**config.mk**
```make
export PLATFORM = sky130hd
export DESIGN_NAME = gpio_iobank
export DESIGN_NICKNAME = d
export VERILOG_FILES = /design/src/rtl/gpio_iobank.sv
export SDC_FILE = /design/constraint.sdc
export NUM_CORES = 1
export LEC_CHECK = 0
export CORE_MARGIN = 2
export CORE_UTILIZATION = 56
export CTS_BUF_LIST = sky130_fd_sc_hd__clkbuf_4 sky130_fd_sc_hd__clkbuf_8 sky130_fd_sc_hd__clkbuf_16
export DETAILED_ROUTE_END_ITERATION = 8
export GPL_TIMING_DRIVEN = 0
export PLACE_DENSITY = 0.84
export SLEW_MARGIN = 20
export SYNTH_ARGS = -nofsm -noshare
export SYNTH_HDL_FRONTEND = slang
export SYNTH_SLANG_ARGS = --single-unit
```
**constraint.sdc**
```tcl
create_clock -name i_clk -period 4.3 [get_ports i_clk]
set_clock_uncertainty 0.15 [all_clocks]
set_input_delay 0.43 -clock i_clk [delete_from_list [all_inputs] [get_ports i_clk]]
set_output_delay 0.43 -clock i_clk [all_outputs]
set_load 0.05 [all_outputs]
```
**src/rtl/gpio_iobank.sv**
```systemverilog
// gpio_iobank: Wishbone GPIO bank with push-pull/open-drain/input pins, edge capture and interrupt.
// Optional input debounce is enabled by defining GPIO_DEBOUNCE_EN.
module gpio_iobank #(
   parameter int          NPINS       = 16,
   parameter logic [15:0] RESET_OUT   = 16'hffff,
   parameter logic [15:0] RESET_OD    = 16'h0003,
   parameter int          DEBOUNCE_LG = 16
) (
   input  logic             i_clk,
   input  logic             i_rst_n,
   input  logic             i_wb_cyc,
   input  logic             i_wb_stb,
   input  logic             i_wb_we,
   input  logic [1:0]       i_wb_addr,
   input  logic [31:0]      i_wb_data,
   output logic             o_wb_ack,
   output logic             o_wb_stall,
   output logic [31:0]      o_wb_data,
   input  logic [NPINS-1:0] i_pin,
   output logic [NPINS-1:0] o_pin_out,
   output logic [NPINS-1:0] o_pin_oe,
   output logic             o_int
);
   logic [NPINS-1:0] r_out, r_oe, r_od, r_edge, r_ien;
   logic [NPINS-1:0] r_sync1, r_sync2, r_prev;
   logic [1:0]       r_arm;
   logic             r_ack, r_int;
   logic [31:0]      r_rdata;
   logic             w_stb, w_wr;
   logic [NPINS-1:0] w_in, w_lo, w_hi, w_clr, w_set;
   logic             w_arm_step;
   logic [31:0]      w_rd;

   assign w_stb      = i_wb_cyc & i_wb_stb;
   assign w_wr       = w_stb & i_wb_we;
   assign w_lo       = i_wb_data[NPINS-1:0];
   assign w_hi       = i_wb_data[16 +: NPINS];
   assign w_clr      = (w_wr && i_wb_addr == 2'd3) ? w_lo : '0;
   assign w_set      = (r_arm == 2'd3) ? (w_in ^ r_prev) : '0;
   assign o_wb_ack   = r_ack;
   assign o_wb_stall = 1'b0;
   assign o_wb_data  = r_rdata;
   assign o_int      = r_int;
   assign o_pin_out  = ~r_od & r_out;
   assign o_pin_oe   = (r_od & ~r_out) | (~r_od & r_oe);

`ifdef GPIO_DEBOUNCE_EN
   logic [DEBOUNCE_LG-1:0] r_tick_cnt;
   logic [NPINS-1:0]       r_samp, r_deb;
   logic                   w_tick;
   logic [NPINS-1:0]       w_agree;
   assign w_tick     = &r_tick_cnt;
   assign w_agree    = ~(r_samp ^ r_sync2);
   assign w_in       = r_deb;
   assign w_arm_step = w_tick;
   // free-running tick counter; on each tick accept pins whose last two tick samples agree
   always_ff @(posedge i_clk or negedge i_rst_n) begin
      if (!i_rst_n) begin
         r_tick_cnt <= '0;
         r_samp     <= '0;
         r_deb      <= '0;
      end else begin
         r_tick_cnt <= r_tick_cnt + {{(DEBOUNCE_LG-1){1'b0}}, 1'b1};
         if (w_tick) begin
            r_samp <= r_sync2;
            r_deb  <= (r_deb & ~w_agree) | (r_sync2 & w_agree);
         end
      end
   end
`else
   assign w_in       = r_sync2;
   assign w_arm_step = 1'b1;
`endif

   // register read mux, unused upper pin bits read as zero
   always_comb begin
      w_rd = 32'h0;
      case (i_wb_addr)
         2'd0:    w_rd = {16'h0, 16'(r_out)};
         2'd1:    w_rd = {16'(r_od), 16'(r_oe)};
         2'd2:    w_rd = {16'h0, 16'(w_in)};
         default: w_rd = {16'(r_ien), 16'(r_edge)};
      endcase
   end

   // bus response: single-cycle registered ack and read data
   always_ff @(posedge i_clk or negedge i_rst_n) begin
      if (!i_rst_n) begin
         r_ack   <= 1'b0;
         r_rdata <= 32'h0;
      end else begin
         r_ack <= w_stb;
         if (w_stb) r_rdata <= w_rd;
      end
   end

   // control registers; OUT writes are bit-masked by the upper half-word
   always_ff @(posedge i_clk or negedge i_rst_n) begin
      if (!i_rst_n) begin
         r_out <= RESET_OUT[NPINS-1:0];
         r_oe  <= '0;
         r_od  <= RESET_OD[NPINS-1:0];
         r_ien <= '0;
      end else if (w_wr) begin
         if (i_wb_addr == 2'd0) r_out <= (r_out & ~w_hi) | (w_lo & w_hi);
         if (i_wb_addr == 2'd1) begin
            r_oe <= w_lo;
            r_od <= w_hi;
         end
         if (i_wb_addr == 2'd3) r_ien <= w_hi;
      end
   end

   // input synchroniser, edge capture (set beats W1C clear) and interrupt
   always_ff @(posedge i_clk or negedge i_rst_n) begin
      if (!i_rst_n) begin
         r_sync1 <= '0;
         r_sync2 <= '0;
         r_prev  <= '0;
         r_arm   <= 2'd0;
         r_edge  <= '0;
         r_int   <= 1'b0;
      end else begin
         r_sync1 <= i_pin;
         r_sync2 <= r_sync1;
         r_prev  <= w_in;
         if (w_arm_step && r_arm != 2'd3) r_arm <= r_arm + 2'd1;
         r_edge  <= (r_edge & ~w_clr) | w_set;
         r_int   <= |(r_edge & r_ien);
      end
   end
endmodule

```
==> key figures, run 1 <==
Logic synthesis
  • Mapped Area: roughly 0.0068 mm^2
  • Post-synth EDFFs: 0
  • Synth warn: 0
  • Ys async rst share: 1.00
  • Unique masters post-synth: 33
  • Syn Nets: ~560
  • Number of synthesized register bits: around 160
  • Post-synth top flop: dfrtp_1
  • Cells after Synth: around 500
  • Avg Cell Area, Syn: roughly 13 um^2
  • Post-synthesis sequential area ratio: 0.608

Drt
  • Final wirelength: between 15000 and 20000 um
  • Antenna Nets Post-Route: 0
  • Via density: between 6 and 7
  • Drt drc: 0
  • Vias: about 4.9k
  • Initial DRC count: ~420
  • DRT Pass-1 Iters: 5
  • Drt wl/cell: ~23 um

Worst setup path
  • CP Cell Sequence: nor2_1 > a21oi_1 > clkdlybuf4s50_1
  • Worst path max stage delay: between 0.8 and 0.9 ns
  • FF-to-FF Start: r_arm[0]
  • CP Launch Type: flip-flop
  • CP max-delay cell: clkdlybuf4s50_1
  • Crit path max fanout: 5
  • Crit. Startpoint: r_od[1]
  • Critical path class: flip-flop to primary output
  • Crit path capture type: primary output
  • Worst path arrival time: around 2.1 ns
  • Worst EP required: 3.72 ns

Finish
  • Multi-input logic area: around 0.0025 mm^2
  • ANT cells: 0
  • Layout fillers: 770
  • Ratio of cells with drive above 1 in the final layout: 0.211
  • Reg area: about 0.0041 mm^2
  • Synthesis-to-finish area growth: 30.1%
  • Final net count: between 600 and 700

Global route
  • Initial antenna violation count: 0
  • Vias in the first global route: roughly 5.2k
  • Total GRT Usage: 0.300
  • First-pass GRT wire length: slightly below 30000 um
  • Gr ovfl total: 0
  • Largest net degree at the start of global routing: 87

Clocking
  • Clock Tree Buf Depth: 2
  • CTS Buf Count: 17
  • Clk pin slew, worst setup/hold paths: about 0.06 ns
  • Post-CTS setup buffer count: 0
  • CTS Hold Bufs: 1
  • Total clock sinks: 164
  • CTS tree: built
  • Resize count post-CTS: 0
  • CTS root buffer: clkbuf_16
  • Skew-Pair Late Insertion Delay: 0.43 ns
  • H-tree depth: 4

Placed design
  • Port Buffer Count: roughly 120
  • RePlAce Congestion: between 0.8 and 0.9
  • Dpl hpwl: 12200 um

Outcome
  • Status: finished clean

Die
  • Row cnt: 40
  • IO Count: 122
  • Core area: 0.0119 mm^2
  • Die footprint: about 0.013 mm^2
  • Die width: about 110 um
  • Initial core utilization: 0.570
  • Die Ht: 114 um

Power and ir drop
  • Tot Pwr: about 4800 uW
  • Peak supply drop: 0.000393 V
  • P_leak: 0.00392 uW
  • Cell Pwr Density: roughly 550 mW/mm^2

Timing
  • Worst-Margin Slew: between 0.7 and 0.8 ns
  • # setup viols final: 0
  • Fin. max-slew vios: 0
  • Slew margin rel.: 0.483
  • Setup TNS: 0 ns
  • RSZ-0062 raised after global routing: no
  • Period utilization: 0.630
  • Max frequency: between 300 and 400 MHz
  • Minimum clock period: between 2 and 3 ns
  • Final Hold Fails: 0

Run
  • Max Cap Viol: 0

Min path
  • Hold Crit Class: flip-flop to flip-flop
  • Worst hold path startpoint: r_sync1[13]
per-layer routing:
layer	vias up	global-route usage	wire [um]
li1	2094	-	-
met2	289	0.483	8950
met3	46	0.0842	1530
met1	2515	0.394	7230
met5	-	0	0
met4	0	0.112	435
report_power, final:
part           switching [uW]  total [uW]  internal, uW
registers                 193        1970          1780
logic                     762        1260           497
clock network             610        1610          1000
total                    1570        4840          3280
sequential cells by signal (all words and copies together) (netlist names), named ones only:
| signal | cells |
|---|---|
| o_wb_data | 32 |
| r_edge | 16 |
| r_ien | 16 |
| r_od | 16 |
| r_oe | 16 |
| r_prev | 16 |
| r_sync1 | 16 |
| r_sync2 | 16 |
| r_arm | 2 |
| o_int | 1 |
| o_wb_ack | 1 |
cell families after synthesis:
family	share of synthesized area
AO/OA/AOI/OAI	0.0870
XOR/XNOR	0.0219
adder cells (fa/ha/maj)	0.00184
buffers and inverters	0.0256
flip-flops	0.608
multiplexers	0.184
other	0.000553
AND/OR/NAND/NOR	0.0706
through the flow:
| step | instances | worst slack, ns | hold slack, ns | utilization | instance area, um^2 |
|---|---|---|---|---|---|
| finish | 802 | 1.59 | 0.195 | 0.741 | 8830 |
| global route | 802 | 1.57 | 0.207 | 0.741 | 8830 |
| CTS | 802 | 1.62 | 0.199 | 0.741 | 8830 |
| detailed placement | 769 | 1.83 | 0.185 | 0.687 | 8180 |
| global placement | 768 | -3.65 | 0.182 | 0.684 | 8150 |
| floorplan | 503 | 2.38 | -0.0156 | - | 6790 |
cell type report:
cell class              count  share of cell area
plain buffers              28              0.0193
inverters                   1            0.000425
multi-input cells         310               0.282
clock inverters            13              0.0206
well taps                 147              0.0208
flip-flops and latches    164               0.467
repair buffers            120               0.139
clock buffers              19              0.0513
worst max-delay path, delay by kind of cell, from the launching register on:
family          cells  cell delay (ns)
buf+inv             1             0.85
flops               1             0.58
simple gates        1             0.06
compound gates      1             0.22
Yosys cell counts (2+ instances only):
cell / instances / area (um^2)
a21o_1: 16 / 120
a21oi_1: 16 / 80.1
a221oi_1: 4 / 35.0
a22o_1: 20 / 175
buf_2: 7 / 35.0
buf_4: 11 / 82.6
buf_6: 2 / 22.5
clkbuf_1: 7 / 26.3
dfrtp_1: 146 / 3650
dfstp_2: 18 / 473
mux2_1: 3 / 33.8
mux2_2: 52 / 586
mux2_4: 10 / 150
mux2i_1: 48 / 480
nand2_1: 18 / 67.6
nand3_1: 17 / 85.1
nand4_1: 17 / 106
nor2_1: 16 / 60.1
nor2b_1: 16 / 100
o21ai_0: 16 / 80.1
o22ai_1: 16 / 100
xor2_1: 16 / 140
path summary, 6_finish.rpt:
path / to / slack, ns / depth (start not counted)
min in group asynchronous: r_oe[4] / 0.44 / 2
worst max-delay path: o_pin_oe[1] / 1.59 / 3
max in group asynchronous: async pin / 2.73 / 3
worst max register to register: r_edge[12] / 2.21 / 4
worst min register to register: r_sync2[13] / 0.19 / 0
worst min-delay path: r_sync2[13] / 0.19 / 0
layout by cell type, fill, tap and decap left out, drive strengths merged, types with 2 or more instances in the layout:
cell type / n
a21o: 16
mux2i: 48
xor2: 16
dfstp: 18
buf: 23
nor2: 17
a221oi: 4
dfrtp: 146
bufinv: 4
o22ai: 16
clkinvlp: 2
nor2b: 16
a21oi: 16
clkdlybuf4s50: 117
nand2: 19
a22o: 20
clkinv: 7
nand3: 18
nand4: 17
clkbuf: 26
o21ai: 16
mux2: 65
No activity file was read; power rests on OpenSTA's default activity.
==> run 2: changes to the inputs <==
--- a/config.mk
+++ b/config.mk
@@ -6,11 +6,11 @@
 export NUM_CORES = 1
 export LEC_CHECK = 0
 export CORE_MARGIN = 2
-export CORE_UTILIZATION = 56
+export CORE_UTILIZATION = 52
 export CTS_BUF_LIST = sky130_fd_sc_hd__clkbuf_4 sky130_fd_sc_hd__clkbuf_8 sky130_fd_sc_hd__clkbuf_16
 export DETAILED_ROUTE_END_ITERATION = 8
 export GPL_TIMING_DRIVEN = 0
-export PLACE_DENSITY = 0.84
+export PLACE_DENSITY = 0.79
 export SLEW_MARGIN = 20
 export SYNTH_ARGS = -nofsm -noshare
 export SYNTH_HDL_FRONTEND = slang
==> constraint.sdc (replaced) <==
create_clock -name i_clk -period 2.8 [get_ports i_clk]
set_clock_uncertainty 0.15 [all_clocks]
set_input_delay 0.28 -clock i_clk [delete_from_list [all_inputs] [get_ports i_clk]]
set_output_delay 0.28 -clock i_clk [all_outputs]
set_load 0.05 [all_outputs]
==> key figures, run 2 (synthesized netlist as in run 1, its figures left out) <==
Worst setup path
  • Worst EP required: 2.37 ns (-1.35 ns)
  • CP max-delay cell: clkdlybuf4s50_1
  • Flop-to-flop setup slack: 0.84 ns (-1.37 ns)
  • Worst path max stage delay: 0.83 ns (-0.02 ns)
  • CP Launch Type: flip-flop
  • R2r worst-path depth: 4 (unchanged)
  • FF-to-FF Start: r_arm[0]
  • Worst path depth: 3 (unchanged)
  • Worst path arrival time: 2.02 ns (-0.11 ns)
  • CP Cell Sequence: nor2_1 > a21oi_1 > clkdlybuf4s50_1
  • Crit path to: o_pin_oe[1]
  • Worst R2R End: r_edge[12]
  • Critical path class: flip-flop to primary output
  • Crit. Startpoint: r_od[1]
  • CP bufs+invs: 1 (unchanged)
  • CP top delay family: buffers and inverters
  • Crit path max fanout: 5 (unchanged)
  • Crit path capture type: primary output

Timing
  • Period utilization: 0.876
  • Final Hold Fails: 0 (unchanged)
  • Worst-Margin Slew: 0.765 ns (-0.0103 ns)
  • Slew margin rel.: 0.490 (+0.00689)
  • Fin. max-slew vios: 0 (unchanged)
  • Max frequency: roughly 400 MHz
  • Worst hold slack: 0.0876 ns (-0.107 ns)
  • Final worst-path setup slack: 0.347 ns (-1.24 ns)
  • # setup viols final: 0 (unchanged)
  • Minimum clock period: ~2.5 ns
  • RSZ-0062 raised after global routing: no

Placed design
  • RePlAce Congestion: 0.841 (-0.66%)
  • Dpl hpwl: 11900 um (-2.3%)
  • Port Buffer Count: 118 (unchanged)
  • Pre-CTS setup slack: 0.424 ns (-1.40 ns)

Global route
  • Vias in the first global route: 4898 (-5.9%)
  • Busiest layer in global routing: met2
  • Initial antenna violation count: 0 (unchanged)
  • First-pass GRT wire length: 27100 um (-6.0%)
  • Met3 usage: 0.0618 (-0.0224)
  • M1 GR Usage: 0.342 (-0.0521)
  • Largest net degree at the start of global routing: 85 (-2.3%)
  • Gr ovfl total: 0 (unchanged)
  • Met2 GRT Util: 0.401 (-0.0812)
  • Total GRT Usage: 0.257 (-0.0430)

Finish
  • Max reg flops: 32 (unchanged)
  • Ratio of cells with drive above 1 in the final layout: 0.211 (unchanged)
  • Most common cell after layout, fill and taps aside: dfrtp_1
  • Synthesis-to-finish area growth: 29.6%
  • Final net count: 698 (unchanged)
  • ANT cells: 0 (unchanged)
  • Commonest non-fill, non-tap cells in the layout: dfrtp_1, clkdlybuf4s50_1, mux2_2

Run
  • Max Cap Viol: 0 (unchanged)

Min path
  • Hold Crit Class: primary input to flip-flop

Drt
  • Antenna Nets Post-Route: 0 (unchanged)
  • Via density: 5.72 (-7.2%)
  • Drt drc: 0 (unchanged)
  • Final wirelength: 17500 um (-3.7%)
  • Drt wl/cell: 21.1 um (-6.6%)
  • Vias: 4731 (-4.3%)
  • Initial DRC count: 371 (-13%)
  • DRT Pass-1 Iters: 5 (unchanged)

Clocking
  • Clock Tree Buf Depth: 2 (unchanged)
  • Post-CTS setup buffer count: 0 (unchanged)
  • Skew-Pair Late Insertion Delay: 0.43 ns (about the same)
  • CTS Buf Count: 17 (unchanged)
  • Total clock sinks: 164 (unchanged)
  • CTS root buffer: clkbuf_16
  • H-tree depth: 4 (unchanged)
  • CTS tree: built
  • Clk pin slew, worst setup/hold paths: 0.06 ns (about the same)

Power and ir drop
  • P_leak: 0.00389 uW (-0.57%)
  • Peak supply drop: 0.000480 V (+22%)
  • Cell Pwr Density: 821 mW/mm^2 (+50%)

Die
  • Initial core utilization: 0.535 (-0.0341)
  • Die width: 118 um (+3.6%)
  • Core area: 0.0127 mm^2 (+6.4%)
  • Die footprint: 0.0140 mm^2 (+7.4%)
  • IO Count: 122 (unchanged)
  • Row cnt: 41 (+2.5%)
  • Die Ht: 118 um (+3.6%)

Outcome
  • Status: finished clean
==> run 2: cell types whose count changed in the layout (fill, tap and decap cells not counted), sizes merged <==
cell	change
clkbuf	+2
bufinv	-2
==> run 2: per-stage QoR <==
step	area (um^2)	instances	util	setup TNS, ns	power, uW
after CTS	8800	827	0.694	0	7240
after global placement	8180	793	0.646	-778.05	4920
after global routing	8800	827	0.694	0	7480
after detailed placement	8210	794	0.648	0	4980
after floorplan	6790	503	-	0	4240
final	8800	827	0.694	0	7220
==> run 2: worst min-delay path, delay by kind of cell <==
family	cells	cell delay, ns
multiplexers	1	0.08
AO/OA/AOI/OAI	1	0.13
buffers and inverters	1	0.14
==> run 2: per-layer routing <==
metal  vias up  share of wire
li1       2093              -
met1      2434           0.43
met2       170           0.48
met3        34          0.060
met4         0          0.026
met5         -              0
==> run 2: power breakdown <==
| group | total (uW) | internal [uW] | switching, uW | leakage [uW] |
|---|---|---|---|---|
| clock network | 2260 | 1350 | 908 | 0.000286 |
| registers | 3030 | 2740 | 293 | 0.00190 |
| logic | 1930 | 764 | 1170 | 0.00170 |
==> run 2: final cells by class <==
type,instances,area [um^2]
flip-flops and latches,164,4130
well taps,172,215
repair buffers,120,1220
multi-input cells,310,2480
fillers,878,3870
clock inverters,11,110
clock buffers,21,462
plain buffers,28,170
inverters,1,3.75
==> run 2: worst min path at each step <==
stage | start | end | slack (ns) | cells after the start
final | i_wb_addr[1] | o_wb_data[31] | 0.09 | 3
after global routing | i_wb_addr[1] | o_wb_data[31] | 0.11 | 3
after CTS | i_wb_addr[1] | o_wb_data[31] | 0.08 | 3
after detailed placement | i_rst_n | r_sync1[2] | 0.16 | 1
after global placement | r_sync1[11] | r_sync2[11] | 0.18 | 0
after floorplan | i_rst_n | o_int | -0.17 | 0
==> run 2: repair_timing <==
action | 4_1_cts | 5_1_grt
hold endpoints to repair | 71 | 0
resized for setup | 0 | 0
hold buffers | 1 | 0
==> run 3: changes to the inputs <==
==> constraint.sdc (replaced) <==
create_clock -name i_clk -period 2.8 [get_ports i_clk]
set_clock_uncertainty 0.15 [all_clocks]
set_input_delay 0.28 -clock i_clk [delete_from_list [all_inputs] [get_ports i_clk]]
set_output_delay 0.28 -clock i_clk [all_outputs]
set_load 0.01 [all_outputs]
==> results of run 3 <==
Same layout as run 2 (identical final DEF). Status: finished clean.
Main changes from that run: setup slack after layout 0.347 ns -> 0.614 ns; total power 7220 uW -> 6600 uW; worst IR drop on VDD 0.000480 V -> 0.000476 V
